[src/rtl/pc_pkg.sv]
// Shared types and constants for the PC update unit: trap sequencer states,
// exception cause codes and default vector/EPC parameters.
package pc_pkg;

  typedef enum logic {
    RUN  = 1'b0,
    TRAP = 1'b1
  } pc_state_e;

  localparam logic [1:0] CAUSE_OPCODE = 2'd0;
  localparam logic [1:0] CAUSE_OVF    = 2'd1;
  localparam logic [1:0] CAUSE_ALIGN  = 2'd2;

  localparam logic [31:0] DEFAULT_EXC_BASE   = 32'hFD;
  localparam logic [31:0] DEFAULT_EPC_OFFSET = 32'd4;

endpackage

[src/rtl/pc_src_mux.sv]
// N-way next-PC source selector; indices past the last source yield zero so
// an unused select encoding can never pull in a stale datapath value.
module pc_src_mux #(
  parameter int DATA_W = 32,
  parameter int N_SRC  = 5,
  parameter int SEL_W  = 3
) (
  input  logic [N_SRC*DATA_W-1:0] src_data,
  input  logic [SEL_W-1:0]        sel,
  output logic [DATA_W-1:0]       candidate
);

  always_comb begin
    candidate = '0;
    for (int i = 0; i < N_SRC; i++) begin
      if (sel == SEL_W'(i)) begin
        candidate = src_data[i*DATA_W +: DATA_W];
      end
    end
  end

endmodule

[src/rtl/pc_update_unit.sv]
// PC register with N-way next-PC select, conditional branch write, alignment
// checking and a one-cycle trap sequencer that captures EPC/cause.
module pc_update_unit
  import pc_pkg::*;
#(
  parameter int                DATA_W     = 32,
  parameter int                N_SRC      = 5,
  parameter int                SEL_W      = 3,
  parameter logic [DATA_W-1:0] RESET_PC   = '0,
  parameter logic [DATA_W-1:0] EXC_BASE   = DATA_W'(DEFAULT_EXC_BASE),
  parameter logic [DATA_W-1:0] EPC_OFFSET = DATA_W'(DEFAULT_EPC_OFFSET)
) (
  input  logic                    clk,
  input  logic                    reset,
  input  logic [N_SRC*DATA_W-1:0] src_data,
  input  logic [SEL_W-1:0]        sel,
  input  logic                    pc_write,
  input  logic                    pc_write_cond,
  input  logic                    cond_zero,
  input  logic                    branch_ne,
  input  logic                    exc_req,
  input  logic [1:0]              exc_cause_in,
  output logic [DATA_W-1:0]       pc_out,
  output logic [DATA_W-1:0]       epc_out,
  output logic [1:0]              cause_out,
  output logic                    exc_ack,
  output logic                    exc_lost
);

  pc_state_e         state_q, state_d;
  logic [DATA_W-1:0] pc_q, pc_d;
  logic [DATA_W-1:0] epc_q, epc_d;
  logic [1:0]        cause_q, cause_d;
  logic              lost_q, lost_d;

  logic [DATA_W-1:0] candidate;
  logic              taken;
  logic              misaligned;

  pc_src_mux #(
    .DATA_W (DATA_W),
    .N_SRC  (N_SRC),
    .SEL_W  (SEL_W)
  ) u_src_mux (
    .src_data  (src_data),
    .sel       (sel),
    .candidate (candidate)
  );

  assign taken      = pc_write | (pc_write_cond & (cond_zero ^ branch_ne));
  assign misaligned = taken & (candidate[1:0] != 2'b00);

  // Exceptions take precedence over a misaligned target; a fault seen while
  // the vector is being loaded cannot be serviced and is only flagged.
  always_comb begin
    state_d = state_q;
    pc_d    = pc_q;
    epc_d   = epc_q;
    cause_d = cause_q;
    lost_d  = lost_q;
    unique case (state_q)
      RUN: begin
        if (exc_req) begin
          epc_d   = pc_q - EPC_OFFSET;
          cause_d = exc_cause_in;
          state_d = TRAP;
        end else if (misaligned) begin
          epc_d   = candidate;
          cause_d = CAUSE_ALIGN;
          state_d = TRAP;
        end else if (taken) begin
          pc_d = candidate;
        end
      end
      TRAP: begin
        pc_d    = EXC_BASE + DATA_W'(cause_q);
        state_d = RUN;
        if (exc_req || misaligned) begin
          lost_d = 1'b1;
        end
      end
      default: state_d = RUN;
    endcase
  end

  always_ff @(posedge clk or negedge reset) begin
    if (!reset) begin
      state_q <= RUN;
      pc_q    <= RESET_PC;
      epc_q   <= '0;
      cause_q <= CAUSE_OPCODE;
      lost_q  <= 1'b0;
    end else begin
      state_q <= state_d;
      pc_q    <= pc_d;
      epc_q   <= epc_d;
      cause_q <= cause_d;
      lost_q  <= lost_d;
    end
  end

  assign pc_out    = pc_q;
  assign epc_out   = epc_q;
  assign cause_out = cause_q;
  assign exc_ack   = (state_q == TRAP);
  assign exc_lost  = lost_q;

endmodule

[config.mk]
export PLATFORM = sky130hd
export DESIGN_NAME = pc_update_unit
export DESIGN_NICKNAME = d
export VERILOG_FILES = /design/src/rtl/pc_pkg.sv /design/src/rtl/pc_src_mux.sv /design/src/rtl/pc_update_unit.sv
export SDC_FILE = /design/constraint.sdc
export NUM_CORES = 1
export LEC_CHECK = 0
export ABC_AREA = 1
export BUFFER_PORTS_ARGS = -buffer_cell sky130_fd_sc_hd__buf_2
export CAP_MARGIN = 20
export CORE_ASPECT_RATIO = 0.5
export CORE_MARGIN = 3
export CORE_UTILIZATION = 52
export DETAILED_ROUTE_END_ITERATION = 8
export PLACE_DENSITY_LB_ADDON = 0.05
export SLEW_MARGIN = 40
export SYNTH_ARGS = -nofsm -noshare
export SYNTH_HDL_FRONTEND = slang
export SYNTH_SLANG_ARGS = --single-unit
export TNS_END_PERCENT = 100
[constraint.sdc]
create_clock -name clk -period 2.3 [get_ports clk]
set_input_delay 0.46 -clock clk [delete_from_list [all_inputs] [get_ports clk]]
set_output_delay 0.46 -clock clk [all_outputs]
set_load 0.01 [all_outputs]
After elaboration in Yosys (flattened, before gate mapping)
Cells that the tools add are included.

word-level totals
  flip-flop bits (word level) = 68
  input port bits = 172
  output and inout port bits = 68
  logic and storage cells = 42

operators by class
  add/sub/neg operators = 2
  equal/unequal tests = 7
  muxes and demuxes = 16
  bitwise gates (word level) = 5
  reduce and logical (&&, ||, !) cells = 7

operators by type and width
  operator               number
  $mux 32                10
  $pmux 32 s2            1
  $sub 32x3->32 const B  1
  $add 8x2->9 const A    1
  $eq 3x2->1 const B     2
  $ne 2x2->1 const B     3
  $mux 2                 2
  $reduce_and 2->1       2
  $reduce_bool 2->1      2
  $eq 3x1->1 const B     1
  $eq 3x3->1 const B     1
  $logic_not 3->1        1
  $reduce_and 3->1       1
  $and 1x1->1            2
  $mux 1                 2
  $pmux 1 s2             1
  $logic_or 1x1->1       1
  $not 1->1              1
  $or 1x1->1             1
  $xor 1x1->1            1

Logic depth before layout (Yosys ltp)
Gate-level depths: netlist of the first run.

  depth after elaboration = 11
  mapped depth = 15
  mapped depth without buffers = 14

By module
Synthesis of the first run repeated with hierarchy kept, for this count alone.

unflattened totals
  cell total of the unflattened synthesis = 845
  area, all modules = 5336.4 sq um

by module, submodules not included
  module          instances  cells an instance  area an instance (sq um)  sequential area each (sq um)
  pc_update_unit  1          524                3932.5                    1701.6
  pc_src_mux      1          321                1403.8                    0.0

Worst setup path before layout of the first run
No wires, ideal clock.

  kind = input to register
  start point = input port sel[2]
  end point = register cause_q[0], in the netlist cause_out[0]
  setup time = 0.117 ns
  data arrival time = 1.540 ns
  data required time = 2.183 ns
  setup slack = 0.643 ns
  stages = 15
  path buffers = 1
  cell sequence = inv_2 nand2_1 nor2_2 nand2_1 nand2_1 inv_1 nand2_1 nand2_1 nand2_2 nand2_2 nand2_4 nand2_4 buf_4 nand2_1 nand2_1

between the ends
  cells in the longest elaborated chain, start to end = 10
  elaborated cells between the ends (all ways) = 14
  those cells by class = eq/ne: 4; mux: 5; bitwise: 1; reduce/logical: 4

ends and longest elaborated chain
  element                          RTL line              source
  from (decl)                      pc_update_unit.sv:16  input logic [SEL_W-1:0] sel,
  $logic_not 3->1                  pc_src_mux.sv:16      if (sel == SEL_W'(i)) begin
  $mux 32 (4 in series)            pc_src_mux.sv:16
  $mux 32 (*)                      pc_src_mux.sv:16
  $reduce_bool 2->1 (*)            pc_update_unit.sv:51  assign misaligned = taken & (candidate[1:0] != 2'b00);
  $and 1x1->1 (*)                  pc_update_unit.sv:51
  $reduce_bool 2->1 (no line) (*)  n/a
  $reduce_and 2->1 (no line) (*)   n/a
  to (signal assigned)             pc_update_unit.sv:97  cause_q <= cause_d;
  to (decl)                        pc_update_unit.sv:33  logic [1:0] cause_q, cause_d;

Every way passes the cells marked *; elsewhere a longest branch is shown, timed or not.
A chain may end at the register's enable or synchronous reset.

Worst setup path in the final report of the first run
  start point = register pc_q[2], in the netlist pc_out[2]
  end point = register epc_q[18], in the netlist epc_out[18]

between the ends
  cells in the longest elaborated chain, start to end = 2

ends and longest elaborated chain
  element                 RTL line              source
  from (decl)             pc_update_unit.sv:31  logic [DATA_W-1:0] pc_q, pc_d;
  from (signal assigned)  pc_update_unit.sv:95  pc_q <= pc_d;
  $sub 32x3->32           pc_update_unit.sv:64  epc_d = pc_q - EPC_OFFSET;
  $mux 32                 pc_update_unit.sv:63  if (exc_req) begin
  to (signal assigned)    pc_update_unit.sv:96  epc_q <= epc_d;
  to (decl)               pc_update_unit.sv:32  logic [DATA_W-1:0] epc_q, epc_d;

No other way between the ends.

==> flow_summary.json, run 1 <==
{
  "fmax_ghz": 0.503,
  "clk_latency_ns": 0.33,
  "synth_seq_cells": 68,
  "io_buffer_count": 239,
  "leakagePower_nw": 4.16,
  "fin_nets": 1284,
  "path_class": "register to register",
  "synth_ff_type": "dfrtp_1",
  "avgSynthCellArea_um2": 5.96,
  "powerDensity_mw_per_mm2": 793,
  "switchingPower_w": 0.00223,
  "postLayoutCellArea_mm2": 0.00701,
  "worstPathMaxFanout": 5,
  "postCtsHoldBufs": 0,
  "synth_area_mm2": 0.00524,
  "dp_hpwl_um": 16000,
  "first_iter_violations": 673,
  "synth.distinct_cells": 27,
  "area_delta_synth_final_pct": 33.8,
  "drive_above_1_share_pct": 26.6,
  "async_flop_share_pct": 100,
  "routedWlPerCell_um": 16.7,
  "cts_tree": "yes",
  "r2r_setup_slack_ns": 0.31,
  "drc": 0,
  "end_kind": "register",
  "internal_power_w": 0.00333,
  "synth.area.top_cells": "dfrtp_1 32%, nand2_1 28%, nand3_1 9.1%",
  "via_count": 6868,
  "via_per_inst": 5.49,
  "pwr-share-comb_pct": 40.0,
  "fin_ws_ns": 0.312,
  "rows": 25,
  "required_ns": 2.57,
  "clock-sinks": 68,
  "syn_inst": 879,
  "pre_cts_ws_ns": 0.0639,
  "start_util_pct": 54.4,
  "ir_drop_mv": 0.546,
  "first_pass_iters": 8,
  "rsz0062_at_grt": "no",
  "gp_congestion": 0.967,
  "worstPathArrival_ns": 2.26,
  "die_h_um": 77.0,
  "fin_crit_sh_pct": 86.4,
  "antenna_found_initial": 1,
  "fillers": 897,
  "finalClockSkew_ns": 0.00437,
  "grt_max_degree": 69,
  "reg2reg_to": "epc_out[18]",
  "clkTransAtPathRegs_ns": 0.06,
  "grt_pass1_wl_um": 31700,
  "h-tree-depth": 3,
  "p_seq_share_pct": 31.0,
  "switching_share_pct": 40.1,
  "hold_ws_ns": 0.144,
  "synth_edf_count": 0,
  "num_io_pins": 240,
  "finalMaxSlewViolations": 0,
  "netlist.area_leader.share_pct": 32.5,
  "worst_pin_slew_ns": 0.547,
  "grt_pass1_vias": 6058,
  "hold_path_class": "primary input to asynchronous set/reset pin",
  "setup_violations": 0,
  "drv_cap": 0,
  "ff2ff_path_depth": 10,
  "ys_warn_count": 0,
  "clockBufferDepth": 2,
  "synth_area_leader_cell": "dfrtp_1",
  "maxSlewHeadroom_pct": 63.2,
  "critPathLaunchType": "register",
  "die_w_um": 148,
  "cts_resized": 0,
  "wl_um": 20800,
  "n_antenna_cell": 0,
  "dieArea_mm2": 0.0114,
  "placed_area_mm2": 0.00667,
  "finalSetupTns_ns": 0,
  "gr-usage-all-layers_pct": 35.5,
  "cts-root-buf": "clkbuf_16",
  "synth_fp_nets": 1053,
  "period_needed_ns": 1.99,
  "grt_overflow": 0,
  "hold_violations": 0,
  "clkPwrFrac_pct": 29.0,
  "yosysSeqAreaShare_pct": 32.5,
  "cts_made_buffers": 9,
  "r2r_start": "pc_out[2]",
  "antenna_left": 0,
  "cts_setup_buffers": 0,
  "power_w": 0.00556,
  "core_mm2": 0.00963,
  "status": "complete, no violations"
}
[sequential cells by signal, indices dropped and copies added, names as in the netlist]
name,flops
epc_out,32
pc_out,32
cause_out,2
exc_ack,1
exc_lost,1
[per-layer routing]
layer  global-route usage, %  wire length [um]  vias to the layer above
li1                        -                 -                     3273
met1                    51.1              8900                     3151
met2                    51.8              8810                      397
met3                    12.1              2810                       45
met4                    7.37               303                        2
met5                       0                 7                        -
[critical path: stages, from the launching register on]
cell and delay (ns):
dfrtp_1 0.43, inv_1 0.11, ha_1 0.25, nand2_1 0.20, nor2_1 0.33, nand2_1 0.11, xnor2_1 0.15, nand2_1 0.06
nand2_1 0.11, nand3_1 0.08, nand2_1 0.09
[area by class of cell]
class / instances / area [um2] / share of cell area [%]
tap: 135 / 169 / 2.41
clock inverter: 6 / 113 / 1.61
sequential: 68 / 1700 / 24.3
clock buffer: 10 / 229 / 3.27
multi-input combinational: 703 / 3110 / 44.3
timing repair buffer: 265 / 1450 / 20.7
inverter: 63 / 236 / 3.37
[cell families after synthesis]
group                      count (synthesis)  share of synthesized area [%]
adders and majority gates                  2                          0.477
and+or+nand+nor                          652                           53.1
buffers and inverters                    108                           8.26
DFF                                       68                           32.5
AOI/OAI and AO/OA                         41                           4.35
xor gates and xnor gates                   8                           1.34
[layout by cell type, fill, tap and decap left out]
master | Yosys | layout
a21o_1 | 1 | 1
and2_1 | 1 | 1
buf_12 | 0 | 5
buf_2 | 7 | 239
buf_4 | 5 | 21
bufinv_16 | 0 | 3
clkbuf_1 | 24 | 1
clkbuf_16 | 0 | 9
clkinv_2 | 0 | 1
clkinv_4 | 0 | 2
dfrtp_1 | 68 | 68
ha_1 | 2 | 2
inv_1 | 61 | 60
inv_2 | 2 | 3
nand2_1 | 396 | 396
nand2_2 | 3 | 3
nand2_4 | 2 | 2
nand3_1 | 95 | 95
nand3b_1 | 10 | 10
nand4_1 | 51 | 51
nor2_1 | 82 | 81
nor2_2 | 3 | 4
nor3_1 | 3 | 3
o21ai_0 | 30 | 30
o21ai_2 | 1 | 1
o21bai_1 | 4 | 4
o22ai_1 | 5 | 5
or2_1 | 2 | 2
or2_2 | 4 | 4
xnor2_1 | 6 | 6
xor2_1 | 2 | 2
[worst max-delay path by stage]
| stage | startpoint | endpoint | cells past startpoint |
|---|---|---|---|
| after floorplan | sel[2] | cause_out[0] | 15 |
| after global placement | sel[2] | epc_out[1] | 15 |
| after detailed placement | sel[2] | epc_out[23] | 15 |
| after CTS | pc_out[2] | epc_out[18] | 10 |
| after global routing | pc_out[2] | epc_out[18] | 10 |
| final | pc_out[2] | epc_out[18] | 10 |
[cells in the mapped netlist, drive strengths merged, types with 5 or more instances]
library cell and count:
o21ai 31, nand3b 10, or2 6, nand3 95, dfrtp 68, buf 21
nand4 51, inv 63, o22ai 5, clkbuf 24, xnor2 6, nand2 401
nor2 85
[power groups by stage]
stage          registers [W]  logic, W  clock network (W)
6_report             0.00172   0.00223            0.00161
5_1_grt              0.00175   0.00246            0.00168
4_1_cts              0.00171   0.00218            0.00161
3_5_place_dp         0.00173   0.00216                  0
3_3_place_gp         0.00173   0.00211                  0
2_1_floorplan        0.00181   0.00114                  0
[stage by stage]
step | utilization, % | instances
2_1_floorplan | - | 879
4_1_cts | 72.8 | 1250
3_5_place_dp | 69.2 | 1234
5_1_grt | 72.8 | 1250
3_3_place_gp | 69.2 | 1234
6_report | 72.8 | 1250
Note: power is estimated with default switching activity, not from simulation.
==> inputs of run 2 (changes only) <==
==> constraint.sdc (replaced) <==
create_clock -name clk -period 2.3 [get_ports clk]
set_input_delay 0 -clock clk [delete_from_list [all_inputs] [get_ports clk]]
set_output_delay 0 -clock clk [all_outputs]
set_load 0.01 [all_outputs]
==> run 2 against run 1 <==
Wire length grew 1.8%. Maximum frequency increased by 3.9%. Flip-flop and latch count did not move. Sequential power barely moved. Combinational power is 3% lower. Register-to-register slack improved by 0.07 ns. Die area stayed put. Final area shrank 1.7%. Clock power decreased by 14%. Power decreased by 5.0%. Global-route usage grew 1.0 points. Utilization down 1.3 points. Largest cell class unchanged. Highest routed layer is now met4.
==> flow_summary.json, run 2 (synthesized netlist as in run 1, its figures left out) <==
{
  "crit_buf_inv": 0,
  "hold_violations": 0,
  "cts-root-buf": "clkbuf_16",
  "worstPathMaxFanout": 6,
  "cts_made_buffers": 9,
  "via_count": 6864,
  "setup_violations": 0,
  "first_iter_violations": 755,
  "clkPwrFrac_pct": 26.1,
  "grt_max_degree": 51,
  "num_io_pins": 240,
  "fin_crit_sh_pct": 83.2,
  "internal_power_w": 0.00307,
  "finalClockSkew_ns": 0.00538,
  "clock-sinks": 68,
  "grt_overflow": 0,
  "maxSlewHeadroom_pct": 48.3,
  "worst_pin_slew_ns": 0.775,
  "p_seq_share_pct": 32.9,
  "cp_top_family": "simple AND/OR/NAND/NOR gates",
  "clkTransAtPathRegs_ns": 0.06,
  "finalSetupTns_ns": 0,
  "rsz0062_at_grt": "no",
  "powerDensity_mw_per_mm2": 767,
  "fin_nets": 1278,
  "final_common_cell": "nand2_1",
  "pre_cts_ws_ns": 0.254,
  "pwr-share-comb_pct": 41.0,
  "required_ns": 2.52,
  "status": "complete, no violations",
  "switching_share_pct": 41.8,
  "cts_tree": "yes",
  "area_delta_synth_final_pct": 31.4,
  "io_buffer_count": 239,
  "core_mm2": 0.00963,
  "first_pass_iters": 5,
  "worstPathArrival_ns": 2.13,
  "routedWlPerCell_um": 17.0,
  "start_util_pct": 54.4,
  "end_kind": "register",
  "final_cell_mix": "396 x nand2_1, 239 x buf_2, 95 x nand3_1, 81 x nor2_1, 68 x dfrtp_1",
  "fmax_ghz": 0.523,
  "ir_drop_mv": 0.449,
  "slowest_delay_ns": 0.44,
  "crit_chain": "nor2_1 > nand2_1 > nor2_1 > nand3_1 > nor2_1 > nor2_1 > nand2_1 > nand2_1 > nand3_1 > nand2_1",
  "antenna_found_initial": 0,
  "clk_latency_ns": 0.33,
  "finalMaxSlewViolations": 0,
  "dieArea_mm2": 0.0114,
  "die_w_um": 148,
  "via_per_inst": 5.51,
  "path_class": "register to register",
  "wl_um": 21200,
  "rows": 25,
  "dp_hpwl_um": 16600,
  "gp_congestion": 1.10,
  "fin_ws_ns": 0.387,
  "grt_pass1_wl_um": 32700,
  "antenna_left": 0,
  "critPathLaunchType": "register",
  "gr-usage-all-layers_pct": 36.6,
  "leakagePower_nw": 4.08,
  "drive_above_1_share_pct": 26.1,
  "die_h_um": 77.0,
  "h-tree-depth": 3,
  "hold_path_class": "primary input to register",
  "cpMaxStageDelayCell": "dfrtp_1",
  "period_needed_ns": 1.91,
  "drv_cap": 0,
  "grt_pass1_vias": 6020,
  "clockBufferDepth": 2,
  "switchingPower_w": 0.00221,
  "drc": 0
}
-- run 2: cell count changes in the layout (fill, tap and decap cells not counted), sizes merged --
| cell | change |
|---|---|
| diode | +1 |
| bufinv | -2 |
| clkinvlp | +4 |
| buf | -8 |
| dlygate4sd3 | +2 |
| clkinv | -2 |
-- run 2: worst paths after layout --
path / cells past startpoint / end / slack (ns) / start
worst max-delay path: 10 / epc_out[25] / 0.39 / pc_out[4]
worst min-delay path: 4 / cause_out[1] / 0.06 / exc_cause_in[1]
worst max register to register: 10 / epc_out[25] / 0.39 / pc_out[4]
worst min register to register: 2 / epc_out[27] / 0.46 / epc_out[27]
max in group asynchronous: 3 / epc_out[9] / 1.38 / reset
min in group asynchronous: 2 / epc_out[16] / 0.24 / reset
-- run 2: worst reg2reg max path: stages (launching register included) --
cell,delay [ns]
dfrtp_1,0.44
nor2_1,0.17
nand2_1,0.14
nor2_1,0.39
nand3_1,0.15
nor2_1,0.11
nor2_1,0.05
nand2_1,0.09
nand2_1,0.08
nand3_1,0.12
nand2_1,0.07
-- run 2: area by class of cell --
| class | count | area (um2) |
|---|---|---|
| multi-input combinational | 703 | 3110 |
| clock buffer | 10 | 229 |
| antenna | 1 | 2.50 |
| tap | 135 | 169 |
| sequential | 68 | 1700 |
| timing repair buffer | 259 | 1380 |
| fill | 919 | 2750 |
| clock inverter | 6 | 65.1 |
| inverter | 63 | 236 |
-- run 2: what timing repair did --
item / in CTS / in global routing
endpoints found under the hold margin: 29 / 0
hold buffers: 2 / 0
setup buffers: 0 / 0
resized for setup: 0 / 0
-- run 2: metal layers --
layer	GRT usage, %	wire length, um
met4	5.81	259
met3	10.3	2990
met1	55.4	9120
met2	52.4	8830
met5	0	0
-- run 2: power groups by stage --
stage	Clock (W)	Sequential (W)	Combinational, W
floorplan	0	0.00181	0.00114
global placement	0	0.00173	0.00208
detailed placement	0	0.00174	0.00211
CTS	0.00138	0.00172	0.00212
global route	0.00145	0.00176	0.00241
finish	0.00138	0.00174	0.00216
-- run 2: metrics by stage --
stage                     utilization (%)  total power (W)  hold WS (ns)  instance area [um2]  instances
final                                71.5          0.00528        0.0639                 6890       1245
after global routing                 71.5          0.00562        0.0587                 6890       1244
after CTS                            71.5          0.00523        0.0499                 6890       1244
after detailed placement             68.2          0.00385        0.0751                 6570       1226
after global placement               68.2          0.00381        0.0697                 6570       1226
after floorplan                         -          0.00295        -0.296                 5240        879
